===== config.mk =====
export PLATFORM = sky130hd
export DESIGN_NAME = mandelbrot_iter_core
export DESIGN_NICKNAME = d
export VERILOG_FILES = /design/src/rtl/mandel_pkg.sv /design/src/rtl/fxp_mul_sat.sv /design/src/rtl/mandelbrot_iter_core.sv
export SDC_FILE = /design/constraint.sdc
export NUM_CORES = 1
export LEC_CHECK = 0
export BUFFER_PORTS_ARGS = -buffer_cell sky130_fd_sc_hd__buf_2
export CAP_MARGIN = 0
export CORE_ASPECT_RATIO = 0.6
export CORE_MARGIN = 2
export CORE_UTILIZATION = 55
export CTS_CLUSTER_SIZE = 25
export DETAILED_ROUTE_END_ITERATION = 10
export PLACE_DENSITY = 0.75
export SETUP_SLACK_MARGIN = 0.4
export SYNTH_ARGS = -nofsm -noshare
export SYNTH_HDL_FRONTEND = slang
export SYNTH_HIERARCHICAL = 1
export SYNTH_SLANG_ARGS = --single-unit

===== constraint.sdc =====
create_clock -name clk -period 7.5 [get_ports clk]
set_input_delay 0.375 -clock clk [delete_from_list [all_inputs] [get_ports clk]]
set_output_delay 0.375 -clock clk [all_outputs]
set_load 0.02 [all_outputs]

===== src/rtl/mandel_pkg.sv =====
// mandel_pkg: FSM state codes, default Q-format sizes and fixed-point helpers shared by the Mandelbrot cores and scan controller.
package mandel_pkg;
    localparam int W_DEF    = 16;
    localparam int FRAC_DEF = 12;
    localparam logic [2:0] S_IDLE  = 3'd0;
    localparam logic [2:0] S_MXX   = 3'd1;
    localparam logic [2:0] S_MYY   = 3'd2;
    localparam logic [2:0] S_MXY   = 3'd3;
    localparam logic [2:0] S_CHECK = 3'd4;
    localparam logic [2:0] S_DONE  = 3'd5;
    function automatic logic signed [63:0] sat_w(input logic signed [63:0] v, input int w);
        logic signed [63:0] mx;
        logic signed [63:0] mn;
        mx = (64'sd1 <<< (w - 1)) - 64'sd1;
        mn = -mx - 64'sd1;
        return v > mx ? mx : v < mn ? mn : v;
    endfunction
    function automatic logic [63:0] four_q(input int frac);
        return 64'd4 << frac;
    endfunction
    localparam logic [63:0] FOUR = four_q(FRAC_DEF);
endpackage


===== src/rtl/fxp_mul_sat.sv =====
// fxp_mul_sat: combinational signed WxW Q-format multiplier that saturates instead of wrapping.
module fxp_mul_sat #(
    parameter int W    = 16,
    parameter int FRAC = 12
) (
    input  logic signed [W-1:0] a,
    input  logic signed [W-1:0] b,
    output logic signed [W-1:0] p
);
    logic signed [2*W-1:0] prod;
    logic [W-FRAC:0] hi;
    assign prod = a * b;
    // Kept bits plus everything above must be pure sign extension to fit.
    assign hi = prod[2*W-1:FRAC+W-1];
    assign p = (&hi || ~|hi) ? prod[FRAC+W-1:FRAC]
             : prod[2*W-1] ? {1'b1, {(W-1){1'b0}}} : {1'b0, {(W-1){1'b1}}};
endmodule


===== src/rtl/mandelbrot_iter_core.sv =====
// mandelbrot_iter_core: escape-count engine for one point c, four cycles per iteration
// around a single shared saturating multiplier, valid/ready on both sides.
module mandelbrot_iter_core
    import mandel_pkg::*;
#(
    parameter int W      = W_DEF,
    parameter int FRAC   = FRAC_DEF,
    parameter int ITER_W = 8
) (
    input  logic                clk,
    input  logic                rst,
    input  logic                in_valid,
    output logic                in_ready,
    input  logic [W-1:0]        in_cx,
    input  logic [W-1:0]        in_cy,
    input  logic [ITER_W-1:0]   in_max_iter,
    input  logic                abort,
    output logic                out_valid,
    input  logic                out_ready,
    output logic [ITER_W-1:0]   out_iter,
    output logic                out_inside
);
    if (W - FRAC < 4) begin : g_chk
        $error("mandelbrot_iter_core: W-FRAC must be >= 4 to represent 4.0");
    end
    localparam logic [W:0] FOUR_Q = (W+1)'(four_q(FRAC));
    logic [2:0] state;
    logic signed [W-1:0] cx, cy, x, y, x2, y2, xy, ma, mb, mp;
    logic [ITER_W-1:0] n, iter;
    logic [W:0] s;
    logic signed [W+1:0] x_sum, y_sum;
    assign in_ready  = state == S_IDLE;
    assign out_valid = state == S_DONE;
    assign ma = state == S_MYY ? y : x;
    assign mb = state == S_MXX ? x : y;
    fxp_mul_sat #(.W(W), .FRAC(FRAC)) u_mul (.a(ma), .b(mb), .p(mp));
    // Squares are never negative, so the magnitude sum is taken unsigned with one carry bit.
    assign s     = {1'b0, x2} + {1'b0, y2};
    assign x_sum = (W+2)'(x2) - (W+2)'(y2) + (W+2)'(cx);
    assign y_sum = ((W+2)'(xy) <<< 1) + (W+2)'(cy);
    always_ff @(posedge clk) begin
        if (rst) begin
            state      <= S_IDLE;
            out_iter   <= '0;
            out_inside <= 1'b0;
            x          <= '0;
            y          <= '0;
            iter       <= '0;
            cx         <= '0;
            cy         <= '0;
            n          <= '0;
            x2         <= '0;
            y2         <= '0;
            xy         <= '0;
        end else if (abort && state != S_IDLE) begin
            state <= S_IDLE;
        end else begin
            case (state)
                S_IDLE: if (in_valid) begin
                    cx    <= in_cx;
                    cy    <= in_cy;
                    n     <= in_max_iter;
                    x     <= '0;
                    y     <= '0;
                    iter  <= '0;
                    state <= S_MXX;
                end
                S_MXX: begin
                    x2    <= mp;
                    state <= S_MYY;
                end
                S_MYY: begin
                    y2    <= mp;
                    state <= S_MXY;
                end
                S_MXY: begin
                    xy    <= mp;
                    state <= S_CHECK;
                end
                S_CHECK: if (s > FOUR_Q) begin
                    out_iter   <= iter;
                    out_inside <= 1'b0;
                    state      <= S_DONE;
                end else if (iter == n) begin
                    out_iter   <= n;
                    out_inside <= 1'b1;
                    state      <= S_DONE;
                end else begin
                    x     <= W'(sat_w(64'(x_sum), W));
                    y     <= W'(sat_w(64'(y_sum), W));
                    iter  <= iter + 1'b1;
                    state <= S_MXX;
                end
                S_DONE: if (out_ready) state <= S_IDLE;
                default: state <= S_IDLE;
            endcase
        end
    end
endmodule

==> results_dict.tcl, run 1 <==
set metrics [dict create \
    power_density_nw_per_um2 99.7 \
    status "completed" \
    synthesis.nets 2711 \
    drt-wirelength-per-cell_um 19.1 \
    crit_start "state[2]" \
    regArea_um2 2810 \
    wl_um 55100 \
    critPathBufInv 11 \
    drc 0 \
    hold_end "cx[0]" \
    fin_util 0.665 \
    relSlewSlack 0.291 \
    dp.cells 2811 \
    setup_slack_ns 0.0328 \
    cp_top_family "adder cells" \
    grt_pass1_vias 16170 \
    dpl.hpwl_um 44000 \
    worst-path-max-fanout 8 \
    final_layout_size_suffix_gt1_frac 0.190 \
    syn-mean-instance-area_um2 8.44 \
    postSynthRegisterBits 140 \
    vias 16275 \
    period_share 0.996 \
    initial_utilization 0.562 \
    clkSinkCount 140 \
    gr-usage-all-layers 0.308 \
    portBuffers 55 \
    antenna_found_initial 1 \
    clock.fmax_mhz 134 \
    grt_max_degree 96 \
    place_congestion 0.937 \
    r2r-end "xy[3]" \
    multi_input_area_um2 15000 \
    end_kind "register" \
    synth-edff-count 0 \
    synth_seq_area_share 0.147 \
    rsz0062_at_grt "true" \
    drv_slew 0 \
    skew_ns 0.0119 \
    cp_slowest_cell "fa_1" \
    ys.flop_type "dfxtp_1" \
    cp.required_ns 7.86 \
    drt_first_pass_iters 8 \
    synth_common_cells "inv_1, nand2_1, fa_1" \
    cts_max_level 4 \
    io_pins 56 \
    fill_cells 2634 \
    period_minus_slack_ns 7.47 \
    cts_buffer_depth 2 \
    p_leak_uw 0.0108 \
    ys_warn_count 6 \
    placed_area_um2 20800 \
    synthCells 2257 \
    synth_top_area_share 0.293 \
    viasPerCell 5.65 \
    std_cell_rows 52 \
    regToRegSetupSlack_ns 0.03 \
    tightest_slew_ns 1.06 \
    cts_tree "built" \
    grt_first_pass_wirelength_um 87400 \
    cap_violations 0 \
    hold_slack_ns 0.177 \
    async_reset_ff_frac 0 \
    overflow 0 \
    r2r_start "state[2]" \
    vdd_drop_max_mv 0.114 \
    cp_data_arrival_time_ns 7.83 \
    n_antenna_cell 0 \
    critPathKind "register to register" \
    clk_pin_slew_worst_paths_ns 0.07 \
    final_area_um2 22500 \
    syn_area_um2 19100 \
    numCtsBuffers 17 \
    hold_path.class "primary input to register" \
    setup_viol_count_final 0 \
    slowest_delay_ns 0.55 \
    synth_area_leaders "fa_1, dfxtp_1, ha_1" \
    post-place-ws_ns -0.150 \
    drtIter0Drc 1840 \
    worstSkewPairLatency_ns 0.43 \
    yosysMostFrequentCell "inv_1" \
    synth_cell_types 92 \
    ff2ff_path_depth 31 \
    hold_depth 3 \
    hold_violations 0 \
    die_w_um 244 \
    ant_nets 0 \
    startpoint_type "register" \
    final_cells 2882 \
    yosysTopAreaCell "fa_1" \
    area_growth_pct 18.3 \
    core_area_um2 33900 \
    root_buffer "clkbuf_16" \
    dieArea_um2 36200 \
    fin_nets 2864 \
    die_h_um 148 \
    hold_start "in_cx[0]" \
    hold_buffers 0 \
    worst_path_most_repeated_cell "fa_1" \
]
==> repair_timing <==
item                       in CTS  in global routing
resized for setup              85                 66
buffers inserted               18                 16
setup endpoints to repair      48                 48
pin swaps                      31                 68
hold endpoints to repair        0                  0
cloned                          2                  3
==> worst max path at each step <==
stage / end / slack (ns) / cells after the start
finish: xy[3] / 0.03 / 31
global route: y2[8] / -0.18 / 31
CTS: xy[7] / 0.05 / 31
detailed placement: xy[6] / -0.15 / 28
global placement: xy[6] / -0.06 / 27
floorplan: y2[3] / 0.13 / 31
==> cells by family after synthesis <==
logic type / share of synthesized area
AOI/OAI and AO/OA: 0.138
xor gates and xnor gates: 0.0271
adders and majority gates: 0.379
buffers and inverters: 0.106
DFF: 0.147
muxes: 0.0299
and+or+nand+nor: 0.174
==> where the power goes <==
| group | switching, uW | internal [uW] |
|---|---|---|
| Sequential | 25.4 | 767 |
| Combinational | 323 | 220 |
| Clock | 369 | 542 |
==> state kept, by name, indices dropped and copies added (netlist names) <==
name	count
cx	16
cy	16
iter	8
n	8
out_inside	1
out_iter	8
state	3
x	16
x2	16
xy	16
y	16
y2	16
==> area by class of cell <==
| class | instances | area share |
|---|---|---|
| sequential | 140 | 0.125 |
| clock inverter | 13 | 0.00800 |
| multi-input combinational | 1602 | 0.667 |
| clock buffer | 19 | 0.0197 |
| inverter | 414 | 0.0695 |
| timing repair buffer | 235 | 0.0854 |
| tap | 459 | 0.0255 |
==> worst register-to-register path, delay by kind of cell (launching register included) <==
kind	cells	cell delay [ns]
adders and majority gates	7	3.37
buffers and inverters	11	1.34
and+or+nand+nor	6	1.08
AOI/OAI and AO/OA	6	0.92
DFF	1	0.36
muxes	1	0.33
==> through the flow <==
| stage | power (uW) | TNS, ns |
|---|---|---|
| 6_report | 2250 | 0 |
| 3_3_place_gp | 1290 | -0.425 |
| 3_5_place_dp | 1300 | -3.29 |
| 4_1_cts | 2210 | 0 |
| 2_1_floorplan | 1130 | 0 |
| 5_1_grt | 2330 | -5.62 |
==> cell usage in the layout (no fill, tap or decap), types with 18 or more instances in the layout <==
cell	count
ha_1	113
nor2_1	79
nand4_1	18
xor2_1	20
buf_2	54
nand3_1	18
a21o_1	22
mux2_4	24
and2_1	115
nand2_1	344
a21oi_1	129
clkbuf_16	19
dfxtp_1	137
inv_1	397
buf_4	146
o21ai_0	47
fa_1	269
a211oi_1	22
xnor2_1	38
nand2b_1	21
==> per-layer routing <==
metal | vias up | global-route usage | routed length (um)
met1 | 7970 | 0.470 | 25400
met3 | 65 | 0.0909 | 6080
met5 | - | 0 | 18
met4 | 2 | 0.0619 | 971
li1 | 7504 | - | -
met2 | 734 | 0.431 | 22600
Power figures use the tool's default switching activity.
==> run 2: changes to the inputs <==
- SYNTH_HIERARCHICAL: 1 -> default
- clock period: 7.5 -> 6.8 ns (I/O delays scaled with it)
==> run 2 against run 1 <==
Effect of this change:
- the flow now finishes with violations (setup timing)
- area after synthesis shrank 1.5%
- worst hold slack lost 0.045 ns
- sequential power grew 16%
- cell count grew 2.9%
- first-iteration DRC count shrank 4.9%
- critical endpoint is now x2[10]
==> results_dict.tcl, run 2 <==
set metrics [dict create \
    status "finished, violations left" \
    violations "setup timing" \
    cts_max_level 4 \
    worst_path_most_repeated_cell "fa_1" \
    fin_nets 2949 \
    critPathKind "register to register" \
    numCtsBuffers 17 \
    grt_max_degree 44 \
    clock.fmax_mhz 129 \
    ys.flop_type "dfxtp_1" \
    gr-usage-all-layers 0.359 \
    vdd_drop_max_mv 0.219 \
    period_minus_slack_ns 7.77 \
    cts_tree "built" \
    initial_utilization 0.558 \
    place_congestion 1.06 \
    drt_first_pass_iters 7 \
    hold_path.class "primary input to register" \
    ys_warn_count 0 \
    hold_buffers 0 \
    synth_seq_area_share 0.149 \
    grt_pass1_vias 16936 \
    worstSkewPairLatency_ns 0.44 \
    wl_um 62500 \
    synth-edff-count 0 \
    end_kind "register" \
    drtIter0Drc 1749 \
    setup_viol_count_final 48 \
    rsz0062_at_grt "true" \
    synth_area_leaders "fa_1, dfxtp_1, ha_1" \
    area_growth_pct 25.7 \
    synth_top_family_by_area "adder cells" \
    final_common_cell "inv_1" \
    switching_share 0.358 \
    setup_slack_ns -0.973 \
    portBuffers 55 \
    power.internal_uw 1900 \
    drc 0 \
    fill_cells 2654 \
    startpoint_type "register" \
    async_reset_ff_frac 0 \
    drv_slew 0 \
    drt-wirelength-per-cell_um 21.1 \
    dp.cells 2891 \
    cp_slowest_cell "fa_1" \
    vias 17075 \
    final_layout_size_suffix_gt1_frac 0.243 \
    synth_top_area_share 0.298 \
    grt_first_pass_wirelength_um 97900 \
    worst-path-max-fanout 8 \
    synthesis.nets 2630 \
    overflow 0 \
    core_area_um2 33600 \
    cts_buffer_depth 2 \
    relSlewSlack 0.129 \
    hold_slack_ns 0.133 \
    viasPerCell 5.76 \
    root_buffer "clkbuf_16" \
    final_cell_mix "inv_1, buf_4, fa_1" \
    cp.required_ns 7.07 \
    synthCells 2176 \
    yosysMostFrequentCell "inv_1" \
    p_seq_frac 0.310 \
    hold_depth 3 \
    ff2ff_path_depth 27 \
    synthAdderAreaFrac 0.384 \
    yosysTopAreaCell "fa_1" \
    synth_compound_area_frac 0.146 \
    yosys.area_share.simple 0.160 \
    dieArea_um2 35700 \
    io_pins 56 \
    tightest_slew_ns 1.31 \
    final_cells 2966 \
    synth_common_cells "inv_1, fa_1, nand2_1" \
    die_w_um 242 \
    cp_data_arrival_time_ns 8.04 \
    synth_mux_area_frac 0.0381 \
    slowest_delay_ns 0.58 \
    std_cell_rows 52 \
    synth_cell_types 81 \
    cap_violations 0 \
    clk_pin_slew_worst_paths_ns 0.07 \
    die_h_um 147 \
    synth_xor_area_frac 0.0301 \
    syn-mean-instance-area_um2 8.63 \
    postSynthRegisterBits 140 \
    syn_area_um2 18800 \
    tns_ns -40.33 \
    clkSinkCount 140 \
    period_share 1.14 \
    antenna_found_initial 0 \
    dpl.hpwl_um 50800 \
    skew_ns 0.0101 \
    p_leak_uw 0.0112 \
    clkPwrFrac 0.346 \
    ant_nets 0 \
    power_density_nw_per_um2 125 \
    n_antenna_cell 0 \
    hold_violations 0 \
    p_switching_uw 1060 \
    p_comb_frac 0.344 \
    total_power_uw 2950 \
]
==> run 2: cell count changes in the layout (fill, tap and decap cells not counted), sizes merged, moves of 12 or more <==
cell / before / now
o211ai: 15 / 29
a21oi: 155 / 115
nor2: 83 / 238
buf: 233 / 377
nand3: 20 / 47
o21ai: 60 / 35
mux2: 41 / 29
a21o: 22 / 36
mux2i: 12 / 41
and2: 120 / 15
a221o: 14 / 1
a211oi: 25 / 58
inv: 418 / 365
nand2: 354 / 247
==> run 2: per-layer routing <==
metal  wire [um]  track usage  part of all wire  vias up
met5           0            0                 0        -
met2       24700        0.491              0.40      853
li1            -            -                 -     7753
met1       29200        0.567              0.47     8391
met3        7820        0.105              0.13       78
met4         822       0.0509             0.013        0
==> run 2: layout make-up <==
cell class,instances,area (um^2),area share
inverters,362,1370,0.0579
clock inverters,12,184,0.00779
flip-flops and latches,140,2810,0.119
clock buffers,19,443,0.0188
well taps,459,574,0.0243
multi-input cells,1594,15200,0.642
repair buffers,380,3060,0.130
==> run 2: kinds of logic (layout without fill, tap and decap cells) <==
kind of cell               after synthesis  after routing
adders and majority gates              409            409
buffers and inverters                  444            773
muxes                                   68             70
and+or+nand+nor                        666            666
DFF                                    140            140
AOI/OAI and AO/OA                      386            386
xor gates and xnor gates                63             63
==> run 2: worst paths after layout <==
kind | startpoint | endpoint | slack [ns]
max | state[0] | x2[10] | -0.97
min | in_cx[14] | cx[14] | 0.13
max reg2reg | state[0] | x2[10] | -0.97
min reg2reg | cx[1] | cx[1] | 0.46
==> run 2: power by group through the flow <==
stage                     registers, uW  logic [uW]  clock network (uW)
after global placement              926         913                   0
after detailed placement            928         934                   0
after floorplan                     911         652                   0
after global routing                918        1090                1060
after CTS                           911         970                1020
final                               915        1020                1020
==> run 2: metrics by stage <==
step	utilization	setup WS, ns	instance area (um^2)
6_report	0.702	-0.973	23600
5_1_grt	0.702	-1.10	23600
4_1_cts	0.685	-0.779	23000
3_5_place_dp	0.649	-1.03	21800
3_3_place_gp	0.649	-0.911	21800
2_1_floorplan	-	-0.264	19100
==> run 2: timing repair <==
action | CTS | global route
buffers inserted | 18 | 18
pin swaps | 29 | 36
setup endpoints to repair | 48 | 48
cloned | 4 | 4
resized for setup | 73 | 76
==> run 2: worst max-delay path, delay by kind of cell, from the launching register on <==
kind            cells  cell delay (ns)
compound gates      6             1.32
fa+ha+maj           7             3.04
buf+inv             7             0.97
flops               1             0.38
mux                 1             0.34
simple gates        6             1.52
